<file path="src/rtl/fp_max_reduce.sv">
// Streaming binary32 max-reduction: interleaves partial maxima across NSLOT slots so the
// pipelined max core takes one element per cycle, then folds the slots into one result per sequence.

module fp_max_core #(
  parameter int LATENCY = 1
) (
  input  logic        clock,
  input  logic        reset,
  input  logic [31:0] a_i,
  input  logic [31:0] b_i,
  output logic [31:0] q_o
);

  logic [31:0] pipe_q [LATENCY];

  // maxNum behaviour: a single NaN loses to the number, two NaNs give the canonical quiet NaN,
  // and +0 beats -0 because the sign decides first.
  function automatic logic [31:0] fmax(input logic [31:0] a, input logic [31:0] b);
    logic a_nan;
    logic b_nan;
    a_nan = (&a[30:23]) && (|a[22:0]);
    b_nan = (&b[30:23]) && (|b[22:0]);
    if (a_nan && b_nan) return 32'h7FC0_0000;
    if (a_nan) return b;
    if (b_nan) return a;
    if (a[31] != b[31]) return a[31] ? b : a;
    if (!a[31]) return (a[30:0] >= b[30:0]) ? a : b;
    return (a[30:0] <= b[30:0]) ? a : b;
  endfunction

  always_ff @(posedge clock or posedge reset) begin
    if (reset) begin
      for (int i = 0; i < LATENCY; i++) pipe_q[i] <= '0;
    end else begin
      pipe_q[0] <= fmax(a_i, b_i);
      for (int i = 1; i < LATENCY; i++) pipe_q[i] <= pipe_q[i-1];
    end
  end

  assign q_o = pipe_q[LATENCY-1];

endmodule

module fp_max_reduce #(
  parameter int LATENCY = 1,
  parameter int CNT_W   = 16
) (
  input  logic             clock,
  input  logic             reset,
  input  logic             in_valid,
  output logic             in_ready,
  input  logic [31:0]      in_data,
  input  logic             in_last,
  output logic             out_valid,
  input  logic             out_ready,
  output logic [31:0]      out_data,
  output logic [CNT_W-1:0] out_count
);

  localparam int NSLOT = LATENCY + 1;
  localparam int PTR_W = (NSLOT > 1) ? $clog2(NSLOT) : 1;
  localparam logic [31:0]      NEG_INF  = 32'hFF80_0000;
  localparam logic [PTR_W-1:0] PTR_LAST = PTR_W'(NSLOT - 1);
  localparam logic [PTR_W-1:0] STEP_END = PTR_W'(LATENCY);

  typedef enum logic [1:0] {ACCUM, DRAIN, FOLD, OUTPUT} state_t;

  state_t           state_q, state_d;
  logic [31:0]      slot_q [NSLOT];
  logic [31:0]      slot_d [NSLOT];
  logic [PTR_W-1:0] ptr_q, ptr_d;
  logic [CNT_W-1:0] cnt_q, cnt_d;
  logic [LATENCY-1:0] tag_vld_q, tag_vld_d;
  logic [PTR_W-1:0] tag_ptr_q [LATENCY];
  logic [PTR_W-1:0] tag_ptr_d [LATENCY];
  logic [31:0]      acc_q, acc_d;
  logic [PTR_W-1:0] fidx_q, fidx_d;
  logic [PTR_W-1:0] fcnt_q, fcnt_d;

  logic        accept;
  logic        out_xfer;
  logic        drain_done;
  logic        wb_vld;
  logic [PTR_W-1:0] wb_ptr;
  logic [31:0] core_a, core_b, core_q;

  fp_max_core #(.LATENCY(LATENCY)) u_core (
    .clock (clock),
    .reset (reset),
    .a_i   (core_a),
    .b_i   (core_b),
    .q_o   (core_q)
  );

  assign accept   = in_valid && in_ready;
  assign out_xfer = out_valid && out_ready;
  assign wb_vld   = tag_vld_q[LATENCY-1];
  assign wb_ptr   = tag_ptr_q[LATENCY-1];

  // The tag leaving the pipe this cycle lands before FOLD starts, so only the younger ones matter.
  always_comb begin
    drain_done = 1'b1;
    for (int i = 0; i < LATENCY - 1; i++) begin
      if (tag_vld_q[i]) drain_done = 1'b0;
    end
  end

  always_ff @(posedge clock or posedge reset) begin
    if (reset) begin
      state_q   <= ACCUM;
      ptr_q     <= '0;
      cnt_q     <= '0;
      tag_vld_q <= '0;
      acc_q     <= '0;
      fidx_q    <= PTR_W'(1);
      fcnt_q    <= '0;
      for (int i = 0; i < NSLOT; i++) slot_q[i] <= NEG_INF;
      for (int i = 0; i < LATENCY; i++) tag_ptr_q[i] <= '0;
    end else begin
      state_q   <= state_d;
      ptr_q     <= ptr_d;
      cnt_q     <= cnt_d;
      tag_vld_q <= tag_vld_d;
      acc_q     <= acc_d;
      fidx_q    <= fidx_d;
      fcnt_q    <= fcnt_d;
      for (int i = 0; i < NSLOT; i++) slot_q[i] <= slot_d[i];
      for (int i = 0; i < LATENCY; i++) tag_ptr_q[i] <= tag_ptr_d[i];
    end
  end

  always_comb begin
    state_d = state_q;
    case (state_q)
      ACCUM:   if (accept && in_last) state_d = DRAIN;
      DRAIN:   if (drain_done) state_d = FOLD;
      FOLD:    if (fcnt_q == STEP_END && fidx_q == PTR_LAST) state_d = OUTPUT;
      OUTPUT:  if (out_ready) state_d = ACCUM;
      default: state_d = ACCUM;
    endcase
  end

  always_comb begin
    in_ready  = (state_q == ACCUM) && !reset;
    out_valid = (state_q == OUTPUT);
    out_data  = acc_q;
    out_count = cnt_q;
  end

  // During FOLD the first step takes slot 0 as its running value; later steps use acc.
  always_comb begin
    if (state_q == FOLD) begin
      core_a = (fidx_q == PTR_W'(1)) ? slot_q[0] : acc_q;
      core_b = slot_q[fidx_q];
    end else begin
      core_a = in_data;
      core_b = slot_q[ptr_q];
    end
  end

  always_comb begin
    slot_d    = slot_q;
    ptr_d     = ptr_q;
    cnt_d     = cnt_q;
    tag_vld_d = tag_vld_q;
    tag_ptr_d = tag_ptr_q;
    acc_d     = acc_q;
    fidx_d    = fidx_q;
    fcnt_d    = fcnt_q;

    for (int i = LATENCY - 1; i > 0; i--) begin
      tag_vld_d[i] = tag_vld_q[i-1];
      tag_ptr_d[i] = tag_ptr_q[i-1];
    end
    tag_vld_d[0] = accept;
    tag_ptr_d[0] = ptr_q;

    if (wb_vld) slot_d[wb_ptr] = core_q;

    if (accept) begin
      ptr_d = (ptr_q == PTR_LAST) ? '0 : ptr_q + PTR_W'(1);
      cnt_d = (&cnt_q) ? cnt_q : cnt_q + CNT_W'(1);
    end

    if (state_q == FOLD) begin
      if (fcnt_q == STEP_END) begin
        acc_d  = core_q;
        fcnt_d = '0;
        fidx_d = fidx_q + PTR_W'(1);
      end else begin
        fcnt_d = fcnt_q + PTR_W'(1);
      end
    end else begin
      fcnt_d = '0;
      fidx_d = PTR_W'(1);
    end

    if (out_xfer) begin
      for (int i = 0; i < NSLOT; i++) slot_d[i] = NEG_INF;
      ptr_d = '0;
      cnt_d = '0;
    end
  end

endmodule

</file>
<file path="config.mk">
export PLATFORM = sky130hd
export DESIGN_NAME = fp_max_reduce
export DESIGN_NICKNAME = d
export VERILOG_FILES = /design/src/rtl/fp_max_reduce.sv
export SDC_FILE = /design/constraint.sdc
export NUM_CORES = 1
export LEC_CHECK = 0
export ABC_CLOCK_PERIOD_IN_PS = 4700
export CORE_MARGIN = 5
export CORE_UTILIZATION = 59
export CTS_BUF_LIST = sky130_fd_sc_hd__clkbuf_4 sky130_fd_sc_hd__clkbuf_8
export DETAILED_ROUTE_END_ITERATION = 10
export PLACE_DENSITY = 0.82
export SLEW_MARGIN = 20
export SYNTH_ARGS = -nofsm -noshare
export SYNTH_HDL_FRONTEND = slang
export SYNTH_HIERARCHICAL = 1
export SYNTH_SLANG_ARGS = --single-unit
export TNS_END_PERCENT = 5
</file>
<file path="constraint.sdc">
create_clock -name clock -period 4.7 [get_ports clock]
set_input_delay 0.94 -clock clock [delete_from_list [all_inputs] [get_ports clock]]
set_output_delay 0.94 -clock clock [all_outputs]
set_load 0.01 [all_outputs]
</file>
Yosys cells after proc, flatten, opt, wreduce, memory -nomap -nowiden. Cells that the tools add are included.

Register bits after elaboration: 151. Output and inout port bits: 50. Logic and storage cells: 110.

Add/subtract/negate cells: 4. Order comparisons: 6. Equality and inequality tests: 9. Muxes and demuxes: 56. Bitwise gates (word level): 3. Reductions and logical operators: 21.

Operators with widths (count): $mux W32 (23); $mux W64 (2); $bwmux W64 (1); $mux W16 (3); $reduce_or A23 Y1 (2); $demux W32 S1 (1); $ge A31 B31 Y1 (1); $le A31 B31 Y1 (1); $mux W1 (22); $add A16 B1 Y16 const B (1); $reduce_and A16 Y1 (1); $reduce_and A8 Y1 (2); $logic_and A1 B1 Y1 (9); $ne A2 B2 Y1 const B (4); $pmux W2 S4 (1); $ge A2 B2 Y1 const B (3); $mux W2 (3); $not A1 Y2 (3); $eq A2 B2 Y1 const B (2); $reduce_and A2 Y1 (2); $reduce_bool A2 Y1 (2); $add A1 B1 Y1 const B (3); $reduce_and A3 Y1 (1); $eq A2 B1 Y1 const B (1); 5 further kinds (5).

Longest topological paths before layout.
Depth in word-level cells: 24. Depth in mapped cells: 17. Depth with buffers taken out: 13.

Cells and area by module. Netlist, hierarchy kept.

Modules (own cells, without submodules): fp_max_reduce (times used 1, cells an instance 628, area each 6037.0 um^2); fp_max_core (times used 1, cells an instance 265, area each 2457.4 um^2).

Least setup slack after synthesis. OpenSTA, ideal clock, no wires.

Path type: input-to-reg. Start point: in reset. End point: reg state_q[1]. Setup time: 0.125 ns. Arrival: 4.329 ns. Path slack: 0.246 ns. Stages on the path: 4. Path through: inv_1 > nand3_1 > a221oi_1 > mux2_2.

Longest elaborated chain between the ends: 6.

RTL lines: start, declared (line 49) `input logic reset,`; $logic_not A1 Y1 (line 144) `in_ready = (state_q == ACCUM) && !reset;`; $logic_and A1 B1 Y1 (line 144); $logic_and A1 B1 Y1 (line 95) `assign accept = in_valid && in_ready;`; $logic_and A1 B1 Y1 (line 135) `ACCUM: if (accept && in_last) state_d = DRAIN;`; $ne A2 B2 Y1 (no source line); $reduce_and A3 Y1 (no source line); end signal, assigned (line 120) `state_q <= state_d;`; end, declared (line 68) `state_t state_q, state_d;`.

Every way passes these cells. A chain may end at the register's enable or synchronous reset.

Worst setup path in the final report.
Start point: reg state_q[0]. End point: reg u_core.pipe_q, in the netlist u_core/q_o[24].

Longest elaborated chain between the ends: 13. Elaborated cells between the ends (all ways): 40.

RTL lines: $eq A2 B2 Y1 * (line 152) `if (state_q == FOLD) begin`; $mux W32 * (line 152); named net core_a[28] (line 85) `logic [31:0] core_a, core_b, core_q;`; branches (longest 10 deep; another with $ge A31 B31 Y1); $mux W32 * (line 24) `if (a_nan) return b;`; end, declared (line 14) `logic [31:0] pipe_q [LATENCY];`.

Mark *: on every way through the listed nets, which the timed path passes. The select of a mux whose other input is x is not followed.

==> impl_metrics.csv <==
group,metric,value,unit
worst_setup_path,cp-start-kind,"flop",
sta,drv_slew,0,
cts,cts_tree,"done",
layout,layout_commonest_cell,"nand2_1",
cts,cts_resized,0,
worst_setup_path,crit_path_cell_trace,"inv_1 > ha_2 > buf_4 > nor2_1 > a21oi_1 > ha_1 > nand3_1 > nor4_2 > nand2_1 > a21oi_1 > o21ba_1 > o21a_4 > o211ai_1",
layout,drive_gt1_share,17.6,%
worst_setup_path,slowest_delay,600,ps
placement,io_buffers,86,
sta,timing.setup.tns,0,ps
sta,setup_viol_count_final,0,
layout,fillers,1063,
sta,min_period_over_period,89.4,%
layout,final_cell_mix,"193 x nand2_1, 132 x dfrtp_1, 91 x a21oi_1, 86 x clkdlybuf4s50_1, 65 x mux2_2",
sta,slew_headroom,34.5,%
cts,cts_setup_buffers,0,
pwr,clkPwrFrac,13.1,%
cts,cts_made_buffers,17,
die,coreArea,14000,µm²
die,start_util,60.7,%
pwr,p_sw,3.32,mW
synth,synth.avg_cell_area,9.51,µm²
routing,drt_iter0_markers,690,
worst_setup_path,critical_path_class,"flop to flop",
worst_setup_path,crit_family,"compound AO/OA/AOI/OAI gates",
die,dieArea,16900,µm²
synth,syn_nets,966,
global_routing,grtUsageTotal,26.0,%
die,die_w,130,µm
synth,yosys_warnings,6,
cts,root_buffer,"clkbuf_8",
synth,syn_inst,893,
cts,cts_buffer_depth,2,
layout,multi_input_area,4310,µm²
routing,wl,20800,µm
pwr,p_leak,4.50,nW
pwr,p_int,4.29,mW
global_routing,grt_pass1_wl,34700,µm
worst_setup_path,critPathBufInv,2,
worst_setup_path,critPathMaxFanout,69,
sta,timing.hold.ws,487,ps
layout,nets,1035,
cts,clkLatencyLatePin,460,ps
routing,route.vias.total,6996,
cts,htree_levels,4,
synth,synth_seq_cells,151,
worst_setup_path,path_depth,13,
cts,hold_buffers,0,
pwr,p_comb_share,56.8,%
sta,finalClockSkew,13.5,ps
cts,cts_sinks,151,
global_routing,grt_max_degree,70,
pwr,power,7.60,mW
pwr,irDropWorstVdd,535,µV
global_routing,grt_overflow,0,
pwr,p_per_area,769,nW/µm²
worst_setup_path,cpMaxStageDelayCell,"buf_4",
flow_run,maxCapViolCount,0,
routing,first_pass_iters,5,
status,status,"completed",
placement,dp_hpwl,14100,µm
layout,ff_latch_area,3800,µm²
die,die_h,130,µm
routing,vias_per_cell,6.06,
die,io-pin-count,87,
placement,dp_cells,1123,
synth,synth-edff-count,0,
synth,synth_cell_types,57,
layout,synthToLayoutAreaGrowth,16.5,%
layout,fin_util,70.7,%
die,row_count,43,
synth,synth_area,8490,µm²
placement,gp_congestion,0.892,
worst_setup_path,cpMostUsedCell,"a21oi_1",
layout,diodes,0,
pwr,swShare,43.6,%
global_routing,first_global_vias,6884,
hold_path,hp-class,"flop to flop",
cts,clkTransAtPathRegs,80,ps
worst_setup_path,end_kind,"flop",
routing,drc,0,
synth,seq_area_frac_synth,44.8,%
worst_setup_path,reg2regPathDepth,13,
global_routing,antenna_found_initial,0,
sta,hold_viol_final,0,
sta,rsz0062_at_grt,"no",
sta,worst_pin_slew,980,ps
worst_setup_path,arrival,4510,ps
routing,routedWlPerCell,18.0,µm
synth,synthFlopType,"dfrtp_1",
routing,ant_nets,0,
synth,synthArstFlopShare,100,%
worst_setup_path,cp.required,5010,ps
pwr,seq_power_share,30.1,%
layout,layoutNonFillerInstCount,1155,
hold_path,whs_path_depth,2,
sta,fmax,0.238,GHz
sta,finalCriticalPeriod,4200,ps
[cells by family (layout without fill, tap and decap cells)]
family / Yosys count / after routing / synth area share, %
flops: 151 / 151 / 44.8
buf+inv: 95 / 177 / 4.80
simple gates: 330 / 330 / 17.6
compound gates: 173 / 173 / 13.9
xor+xnor: 5 / 5 / 0.516
fa+ha+maj: 36 / 36 / 5.30
mux: 103 / 103 / 13.1
[sequential cells by signal (all words and copies together) (netlist names)]
register / cells
fcnt_q: 1
fidx_q: 1
out_count: 16
out_data: 32
ptr_q: 1
slot_q: 64
state_q: 2
tag_ptr_q: 1
tag_vld_q: 1
u_core/q_o: 32
[metrics by stage]
stage	instance area (µm²)	setup WS (ps)
3_3_place_gp	9490	589
3_5_place_dp	9490	531
2_1_floorplan	8490	246
6_report	9890	500
4_1_cts	9890	556
5_1_grt	9890	214
[tightest hold or removal path, cell delays in order (launching register included)]
cell,delay (ps)
dfstp_2,370
nand2_1,50
nand3_1,70
[per-layer routing]
| layer | GRT usage [%] | vias up | wire length [µm] | share of wire, % |
|---|---|---|---|---|
| met5 | 0 | - | 0 | 0 |
| met4 | 6.60 | 0 | 289 | 1.4 |
| met3 | 5.32 | 30 | 1350 | 6.5 |
| met2 | 41.8 | 273 | 9970 | 48 |
| met1 | 36.3 | 3415 | 9210 | 44 |
| li1 | - | 3278 | - | - |
[power by group through the flow]
stage | sequential [mW] | combinational (mW) | clock [mW]
2_1_floorplan | 2.24 | 3.23 | 0
4_1_cts | 2.28 | 4.29 | 1.01
6_report | 2.29 | 4.32 | 0.997
3_5_place_dp | 2.30 | 4.25 | 0
5_1_grt | 2.36 | 4.74 | 1.07
3_3_place_gp | 2.28 | 4.14 | 0
[cell usage after synthesis, types with 2 or more instances]
library cell  number  area [µm²]
o31ai_1            2        15.0
ha_1              36         450
mux2_2            65         732
o22a_1             2        17.5
nor3_2             2        20.0
a211oi_2           2        25.0
a31oi_1            2        12.5
nor3_1            10        50.1
o21ai_0           15        75.1
nor4_2             2        25.0
a22o_1             3        26.3
buf_2              7        35.0
nand2_1          193         724
a21oi_1           91         455
clkbuf_1          33         124
a32oi_1            2        17.5
o22ai_1            4        25.0
mux2i_1           38         380
a22oi_1            4        30.0
dfstp_2           19         499
buf_1              7        26.3
o211ai_1          13        97.6
nor2b_1            4        25.0
nor2_1            42         158
dfrtp_1          132        3300
nand3b_1           3        22.5
o32a_1             2        20.0
nand3_1           29         145
or3_1              4        25.0
and2_1             6        37.5
a221oi_1           2        17.5
buf_6              5        56.3
inv_1             41         154
xnor2_1            5        43.8
nor4_1            15        93.8
nand4_1           12        75.1
o22ai_2           19         238
[cell type report]
| type | instances | share of cell area, % |
|---|---|---|
| multi-input combinational | 647 | 43.6 |
| sequential | 151 | 38.4 |
| timing repair buffer | 104 | 10.1 |
| clock buffer | 25 | 3.41 |
| tap | 180 | 2.28 |
| inverter | 41 | 1.58 |
| clock inverter | 7 | 0.658 |
[worst paths after layout]
path	end	slack (ps)	startpoint
hold / removal	slot_q[23]$_DFFE_PP1P_	490	slot_q[23]$_DFFE_PP1P_
setup / recovery	u_core/q_o[24]$_DFF_PP0_	500	state_q[0]$_DFFE_PP0P_
max in group asynchronous	out_count[13]$_DFFE_PP0P_	2240	reset
setup reg to reg	u_core/q_o[24]$_DFF_PP0_	500	state_q[0]$_DFFE_PP0P_
min in group asynchronous	u_core/q_o[0]$_DFF_PP0_	1070	reset
hold reg to reg	slot_q[23]$_DFFE_PP1P_	490	slot_q[23]$_DFFE_PP1P_
No activity file was read; power rests on OpenSTA's default activity.
